### src/rtl/buffer_wr_arbiter.sv
// ============================================================================
// Module      : buffer_wr_arbiter
// Description : Round-robin write-port arbiter in front of a single FIFO.
//               A grant lasts for at most BURST_LEN beats before it rotates.
// Revision    : 1.0 - initial release
// ============================================================================
`default_nettype none

module buffer_wr_arbiter #(
    parameter int NUM_REQ   = 4,
    parameter int DWIDTH    = 16,
    parameter int BURST_LEN = 8
) (
    input  logic                       clk,
    input  logic                       rst,
    input  logic [NUM_REQ-1:0]         req_valid,
    input  logic [NUM_REQ*DWIDTH-1:0]  req_data,
    output logic [NUM_REQ-1:0]         req_ready,
    input  logic                       buf_full,
    output logic                       buf_wr_en,
    output logic [DWIDTH-1:0]          buf_din,
    output logic [$clog2(NUM_REQ)-1:0] grant_id,
    output logic                       busy,
    output logic                       burst_done
);

    localparam int c_IDW = $clog2(NUM_REQ);
    localparam int c_CW  = (BURST_LEN > 1) ? $clog2(BURST_LEN) : 1;

    localparam logic [c_CW-1:0]  c_LAST_BEAT = c_CW'(BURST_LEN - 1);
    localparam logic [c_IDW-1:0] c_LAST_ID   = c_IDW'(NUM_REQ - 1);

    localparam logic [0:0] c_S_IDLE  = 1'b0;
    localparam logic [0:0] c_S_GRANT = 1'b1;

    logic [0:0]       r_state_q,    w_state_d;
    logic [c_IDW-1:0] r_grant_id_q, w_grant_id_d;
    logic [c_IDW-1:0] r_rr_ptr_q,   w_rr_ptr_d;
    logic [c_CW-1:0]  r_beat_cnt_q, w_beat_cnt_d;

    logic [c_IDW-1:0]  w_pick_id;
    logic              w_sel_valid;
    logic [DWIDTH-1:0] w_sel_data;
    logic              w_beat;
    logic              w_release;

    // Scan downward so the lowest offset from rr_ptr is the one that sticks.
    always_comb begin
        int idx;
        w_pick_id = '0;
        for (int off = NUM_REQ - 1; off >= 0; off--) begin
            idx = int'(r_rr_ptr_q) + off;
            if (idx >= NUM_REQ) begin
                idx = idx - NUM_REQ;
            end
            if (req_valid[idx]) begin
                w_pick_id = c_IDW'(idx);
            end
        end
    end

    always_comb begin
        w_sel_valid = 1'b0;
        w_sel_data  = '0;
        for (int i = 0; i < NUM_REQ; i++) begin
            if (r_grant_id_q == c_IDW'(i)) begin
                w_sel_valid = req_valid[i];
                w_sel_data  = req_data[i*DWIDTH +: DWIDTH];
            end
        end
    end

    // A dropped valid releases the grant even while the buffer is full.
    always_comb begin
        w_beat    = (r_state_q == c_S_GRANT) && w_sel_valid && !buf_full;
        w_release = (r_state_q == c_S_GRANT) &&
                    (!w_sel_valid || (w_beat && (r_beat_cnt_q == c_LAST_BEAT)));
    end

    always_comb begin
        w_state_d    = r_state_q;
        w_grant_id_d = r_grant_id_q;
        w_rr_ptr_d   = r_rr_ptr_q;
        w_beat_cnt_d = r_beat_cnt_q;
        req_ready    = '0;
        buf_wr_en    = 1'b0;
        buf_din      = '0;
        busy         = 1'b0;
        burst_done   = 1'b0;
        case (r_state_q)
            c_S_IDLE: begin
                if (|req_valid) begin
                    w_state_d    = c_S_GRANT;
                    w_grant_id_d = w_pick_id;
                    w_beat_cnt_d = '0;
                end
            end
            c_S_GRANT: begin
                busy       = 1'b1;
                buf_din    = w_sel_data;
                buf_wr_en  = w_beat;
                burst_done = w_release;
                for (int i = 0; i < NUM_REQ; i++) begin
                    req_ready[i] = (r_grant_id_q == c_IDW'(i)) && !buf_full;
                end
                if (w_beat) begin
                    w_beat_cnt_d = r_beat_cnt_q + 1'b1;
                end
                if (w_release) begin
                    w_state_d  = c_S_IDLE;
                    w_rr_ptr_d = (r_grant_id_q == c_LAST_ID) ? '0 : r_grant_id_q + 1'b1;
                end
            end
            default: begin
                w_state_d = c_S_IDLE;
            end
        endcase
    end

    always_ff @(posedge clk or posedge rst) begin
        if (rst) begin
            r_state_q    <= c_S_IDLE;
            r_grant_id_q <= '0;
            r_rr_ptr_q   <= '0;
            r_beat_cnt_q <= '0;
        end else begin
            r_state_q    <= w_state_d;
            r_grant_id_q <= w_grant_id_d;
            r_rr_ptr_q   <= w_rr_ptr_d;
            r_beat_cnt_q <= w_beat_cnt_d;
        end
    end

    assign grant_id = r_grant_id_q;

endmodule

`default_nettype wire

### config.mk
export PLATFORM = sky130hd
export DESIGN_NAME = buffer_wr_arbiter
export DESIGN_NICKNAME = d
export VERILOG_FILES = /design/src/rtl/buffer_wr_arbiter.sv
export SDC_FILE = /design/constraint.sdc
export NUM_CORES = 1
export LEC_CHECK = 0
export ABC_AREA = 1
export CAP_MARGIN = 15
export CORE_MARGIN = 10
export CORE_UTILIZATION = 35
export CTS_BUF_LIST = sky130_fd_sc_hd__clkbuf_8
export CTS_CLUSTER_SIZE = 25
export DETAILED_ROUTE_END_ITERATION = 12
export GPL_TIMING_DRIVEN = 0
export PLACE_DENSITY = 0.85
export SYNTH_ARGS = -nofsm -noshare
export SYNTH_HDL_FRONTEND = slang
export SYNTH_SLANG_ARGS = --single-unit
### constraint.sdc
create_clock -name clk -period 1.8 [get_ports clk]
set_input_delay 0.27 -clock clk [delete_from_list [all_inputs] [get_ports clk]]
set_output_delay 0.27 -clock clk [all_outputs]
set_load 0.005 [all_outputs]
==> out/results.txt, run 1 <==
status -> complete, but fails checks
failing checks -> negative setup slack
cell accounting for the most synthesized area -> o21ai_0
FP Rows -> 21
Setup CP Type -> flop to primary output
cells after synthesis -> 211
R2R Path Start -> grant_id[0]
Via Count -> 2,088
crit path buf inv count -> 6
Worst Hold Class -> input port to asynchronous set/reset pin
I/O Buffers -> 95
clk_lat worst skew -> 0.23 ns
most common cell after layout, fill and taps aside -> clkdlybuf4s50_1
Pwr Density -> 1700 mW/mm²
Final Slew Violations -> 0
fmax -> 0.4664 GHz
Reg-to-Reg End -> r_beat_cnt_q[1]
final hold violation count -> 0
sequential cell area fraction in the yosys report -> 0.1606
CP Launch Type -> flop
Final ANT Viol Nets -> 0
CP cell instances -> inv_2 -> ha_4 -> buf_8 -> buf_6 -> buf_6 -> buf_4 -> a21oi_2 -> o21ai_1 -> o21ai_1 -> a21oi_1 -> buf_2
Worst EP required -> 1.53 ns
root buffer cell -> clkbuf_8
uppermost layer routed -> met4
Total GRT Usage -> 0.1929
max-cap viol count -> 0
share of cells above drive strength 1 -> 0.3678
1st-iter DRT viols -> 180
clock sink total -> 8
P&R area growth vs syn -> 123.0%
most frequent cells in the layout -> clkdlybuf4s50_1 (73), nand2_1 (29), o21ai_1 (29)
largest net degree at the start of global routing -> 11
initial core utilization -> 0.3677
vias in the first global route -> 1,927
synthesized area -> 0.001246 mm²
global route overflow -> 0
CTS tree -> done
CTS H-tree depth -> 1
final worst path period need -> 2.144 ns
First-pass DRT Iterations -> 5
Core Area -> 0.003390 mm²
# IOs -> 96
r2r setup slk -> -0.02 ns
CP endpoint kind -> primary output
drt drc -> 0
peak supply drop -> 0.001071 V
PnR Total Power -> 4.724 mW
syn avg cell area -> 5.906 µm²
synth unique cells -> 23
syn_nets -> 288
Inst Count DP -> 352
slowest cell delay on critical path -> 0.40 ns
critical path's slowest cell -> dfrtp_1
first-pass GRT wire length -> 10,090 µm
worst-margin pin slew -> 0.3601 ns
met3 wire len -> 742 µm
arrival time worst endpoint -> 1.87 ns
Ys Warns -> 0
Final Non-Filler Cells -> 394
TritonCTS buffer count -> 3
final std cell area, no fill -> 0.002779 mm²
GPL Wtd Cong -> 0.8262
Post-DP Area -> 0.002255 mm²
synth top area cells -> o21ai_0 (19%), dfrtp_1 (16%), a21oi_1 (13%)
Final setup viols -> 21
fin crit share -> 1.191
CTS Buffer Depth -> 2
R2R depth -> 13
Routed WL per cell -> 17.94 µm
leakage -> 1.273 nW
unrepaired setup endpoints after global routing -> true
Slew headroom -> 0.7599
DR WL met2 -> 3422 µm
setup TNS -> -4.168 ns
die area -> 0.006347 mm²
CP top delay family -> buffers and inverters
clk slew on worst S/H paths -> 0.04 ns
vias per inst -> 5.299
drt total wl -> 7070 µm
flops & latches, synth -> 8
setup ws final -> -0.3439 ns
DP HPWL -> 4474 µm
Clock Skew -> 0.001366 ns
hold slack final -> 0.2868 ns
share of the synthesized area in the top cell type -> 0.1928
CP Max Fanout -> 5
Die Span X -> 79.67 µm
Antenna diodes -> 0
Die Ht -> 79.67 µm
initial antenna violation count -> 0
Metal-1 WL -> 2734 µm
# nets final -> 427
[logic make-up after synthesis]
kind of cell	Yosys count	share of synthesized area
flops	8	0.1606
compound gates	88	0.3594
simple gates	75	0.2771
buf+inv	34	0.1426
fa+ha+maj	6	0.06024
[final cells by class]
cell class | count | area [µm²]
Clock buffer | 3 | 41.29
Tap cell | 46 | 57.56
Sequential cell | 8 | 201.4
Inverter | 21 | 108.9
Multi-Input combinational cell | 169 | 1013
Timing Repair Buffer | 134 | 1197
Fill cell | 190 | 610.6
Buffer | 13 | 158.9
[registers in the layout, indices dropped and copies added (netlist names)]
signal / cells
grant_id: 2
r_beat_cnt_q: 3
r_rr_ptr_q: 2
r_state_q: 1
[metal layers]
metal | global-route usage | up-vias
met3 | 0.03716 | 18
met4 | 0.05018 | 0
li1 | - | 989
met5 | 0 | -
met2 | 0.3333 | 122
met1 | 0.2362 | 959
[how the worst max path moves through the flow]
| stage | start | end | slack (ns) | cells past startpoint |
|---|---|---|---|---|
| after global routing | grant_id[1] | buf_din[11] | -0.39 | 11 |
| after floorplan | grant_id[0] | buf_din[10] | 0.16 | 8 |
| final | grant_id[1] | buf_din[9] | -0.34 | 11 |
| after CTS | grant_id[1] | buf_din[10] | -0.23 | 10 |
| after detailed placement | grant_id[0] | buf_din[13] | -0.59 | 8 |
| after global placement | grant_id[0] | buf_din[13] | -0.59 | 8 |
[report_power, final]
| group | internal (mW) | switching (mW) | leakage, nW | total (mW) |
|---|---|---|---|---|
| logic | 2.08 | 2.07 | 1.15 | 4.15 |
| registers | 0.261 | 0.102 | 0.101 | 0.363 |
| clock network | 0.144 | 0.0667 | 0.0216 | 0.211 |
| total | 2.49 | 2.24 | 1.27 | 4.72 |
[stage by stage]
step	setup WS, ns	utilization
after floorplan	0.1630	-
after global placement	-0.5924	0.6652
after detailed placement	-0.5949	0.6652
after CTS	-0.2278	0.7619
after global routing	-0.3944	0.8199
final	-0.3439	0.8199
[timing repair]
| action | 4_1_cts | 5_1_grt |
|---|---|---|
| hold buffers | 0 | 0 |
| pin swaps | 14 | 25 |
| gates cloned | 7 | 0 |
| buffers inserted | 19 | 16 |
| gates resized for setup | 163 | 41 |
| endpoints found under the setup margin | 22 | 24 |
[worst reg2reg max path, stage by stage (launching register included)]
cell	delay (ns)
dfrtp_2	0.45
ha_4	0.19
buf_8	0.13
buf_4	0.13
a21oi_2	0.11
nand2_1	0.07
nand2_1	0.08
nand2_2	0.08
nand2_2	0.08
inv_2	0.04
buf_4	0.12
buf_4	0.13
nand2_1	0.05
nand2_1	0.04
[synthesized netlist by cell type]
| cell type | n |
|---|---|
| o21ai_1 | 5 |
| clkbuf_4 | 1 |
| inv_2 | 2 |
| inv_1 | 16 |
| dfrtp_1 | 8 |
| nand2_1 | 30 |
| inv_4 | 2 |
| buf_6 | 3 |
| nand2_2 | 7 |
| inv_8 | 1 |
| a21oi_1 | 33 |
| nor2_1 | 20 |
| o21ai_0 | 48 |
| buf_4 | 3 |
| nand4_1 | 1 |
| ha_1 | 6 |
| nor2_4 | 1 |
| clkbuf_1 | 6 |
| a21oi_2 | 1 |
| nand3_1 | 12 |
| o21ai_2 | 1 |
| or2_1 | 1 |
| nand3_2 | 3 |
No activity file was read; power rests on OpenSTA's default activity.
==> run 2: changes to the inputs <==
--- a/config.mk
+++ b/config.mk
@@ -13,7 +13,8 @@
 export CTS_CLUSTER_SIZE = 25
 export DETAILED_ROUTE_END_ITERATION = 12
 export GPL_TIMING_DRIVEN = 0
-export PLACE_DENSITY = 0.85
+export HOLD_SLACK_MARGIN = 0.08
+export PLACE_DENSITY = 0.92
 export SYNTH_ARGS = -nofsm -noshare
 export SYNTH_HDL_FRONTEND = slang
 export SYNTH_SLANG_ARGS = --single-unit
==> out/results.txt, run 2 (same netlist as run 1, synthesis figures left out) <==
status -> complete, but fails checks
failing checks -> negative setup slack
PnR Total Power -> 4.963 mW
r2r setup slk -> -0.12 ns
largest net degree at the start of global routing -> 11
initial core utilization -> 0.3677
pre-CTS setup slack -> -0.6584 ns
Die Ht -> 79.67 µm
fin util -> 0.8092
First-pass DRT Iterations -> 8
clk slew on worst S/H paths -> 0.05 ns
CP cell instances -> inv_4 -> ha_4 -> buf_6 -> buf_6 -> a21oi_1 -> o21ai_1 -> o21ai_1 -> a21oi_1 -> buf_2
Reg-to-Reg End -> r_rr_ptr_q[0]
FF+latch area -> 202.7 µm²
drt total wl -> 8653 µm
first-pass GRT wire length -> 11,350 µm
switching power -> 2.546 mW
combinational share of power -> 0.876
most frequent cells in the layout -> clkdlybuf4s50_1 (73), nand2_1 (28), o21ai_1 (23)
final worst path period need -> 2.250 ns
FP Rows -> 21
R2R Path Start -> grant_id[0]
CTS Buffer Depth -> 2
peak supply drop -> 0.0008956 V
1st-iter DRT viols -> 248
# IOs -> 96
clk_lat worst skew -> 0.24 ns
Top reg by flops -> r_beat_cnt_q
final hold violation count -> 0
slowest cell delay on critical path -> 0.46 ns
launch point of the worst path -> grant_id[0]
Clock power frac -> 0.047
worst-margin pin slew -> 0.3943 ns
Via Count -> 2,257
multi-input logic area -> 0.001055 mm²
GPL Wtd Cong -> 0.8818
unrepaired setup endpoints after global routing -> true
Worst Hold Class -> input port to asynchronous set/reset pin
fillcell total -> 177
Sw Share -> 0.5131
TritonCTS buffer count -> 3
setup ws final -> -0.4505 ns
CP endpoint kind -> primary output
Final setup viols -> 25
Int Power -> 2.417 mW
P&R area growth vs syn -> 120.1%
fmax -> 0.4443 GHz
Core Area -> 0.003390 mm²
share of cells above drive strength 1 -> 0.3698
I/O Buffers -> 95
Routed WL per cell -> 22.53 µm
Final ANT Viol Nets -> 0
Clock Skew -> 0.006068 ns
grt met2 use -> 0.3989
max FFs per register -> 3
Total GRT Usage -> 0.2248
M1 GR Usage -> 0.2452
DP HPWL -> 4852 µm
root buffer cell -> clkbuf_8
drt drc -> 0
busiest grt layer -> met2
Post-CTS Hold Buffers -> 0
vias per inst -> 5.878
most common cell after layout, fill and taps aside -> clkdlybuf4s50_1
Antenna diodes -> 0
Pwr Density -> 1810 mW/mm²
leakage -> 1.239 nW
# nets final -> 417
Slew headroom -> 0.7371
arrival time worst endpoint -> 1.98 ns
CTS H-tree depth -> 1
clock sink total -> 8
Setup CP Type -> flop to primary output
GR Layer Usage met3 -> 0.04955
max-cap viol count -> 0
initial antenna violation count -> 0
critical path's slowest cell -> dfrtp_2
die area -> 0.006347 mm²
Flop pwr share -> 0.077
R2R depth -> 12
Die Span X -> 79.67 µm
vias in the first global route -> 2,121
Worst EP required -> 1.53 ns
global route overflow -> 0
fin crit share -> 1.250
Final Slew Violations -> 0
CP Launch Type -> flop
CP Max Fanout -> 5
CTS tree -> done
-- run 2: changes by cell type in the layout (fill, tap and decap cells not counted), moves of 3 or more --
cell and change:
a21oi_2 -3, buf_4 -4, buf_6 -4, buf_8 -4, clkbuf_4 -3, o21ai_1 -6, o21ai_2 +6
-- run 2: how the worst max path moves through the flow --
stage | end | cells after the start
2_1_floorplan | buf_din[10] | 8
3_3_place_gp | buf_din[5] | 7
3_5_place_dp | buf_din[6] | 7
4_1_cts | buf_din[5] | 9
5_1_grt | buf_din[14] | 9
6_report | buf_din[14] | 9
-- run 2: worst max-delay path, delay by kind of cell, from the launching register on --
family / cells / cell delay (ns)
buf+inv: 4 / 0.50
flops: 1 / 0.46
compound gates: 4 / 0.63
fa+ha+maj: 1 / 0.14
-- run 2: layer usage --
metal	up-vias	routed length, µm	part of all wire
li1	975	-	-
met1	1022	2849	0.33
met2	186	4299	0.50
met3	74	867	0.10
met4	0	637	0.074
met5	-	0	0
-- run 2: area by class of cell --
cell class	instances	share of cell area
clock buffers	3	0.01505
multi-input cells	169	0.3846
plain buffers	12	0.05383
repair buffers	125	0.4129
inverters	21	0.03878
flip-flops and latches	8	0.07390
well taps	46	0.02099
-- run 2: through the flow --
step / std cells / TNS, ns / hold slack, ns / area (µm²)
2_1_floorplan: 211 / 0 / 0.08566 / 1246
3_3_place_gp: 352 / -10.93 / 0.4841 / 2255
3_5_place_dp: 352 / -11.38 / 0.4972 / 2255
4_1_cts: 382 / -3.083 / 0.2912 / 2614
5_1_grt: 384 / -5.770 / 0.3217 / 2743
6_report: 384 / -5.119 / 0.2814 / 2743
-- run 2: what timing repair did --
| action | in CTS | in global routing |
|---|---|---|
| gates resized for setup | 162 | 43 |
| pin swaps | 23 | 32 |
| setup endpoints to repair | 22 | 27 |
| gates cloned | 5 | 0 |
| setup buffers | 22 | 6 |
-- run 2: power by group through the flow --
stage | Clock, mW | Sequential (mW) | Combinational (mW)
after CTS | 0.231 | 0.364 | 3.66
after global routing | 0.237 | 0.383 | 4.59
after global placement | 0 | 0.353 | 2.90
after floorplan | 0 | 0.333 | 1.68
final | 0.234 | 0.381 | 4.35
after detailed placement | 0 | 0.360 | 2.97
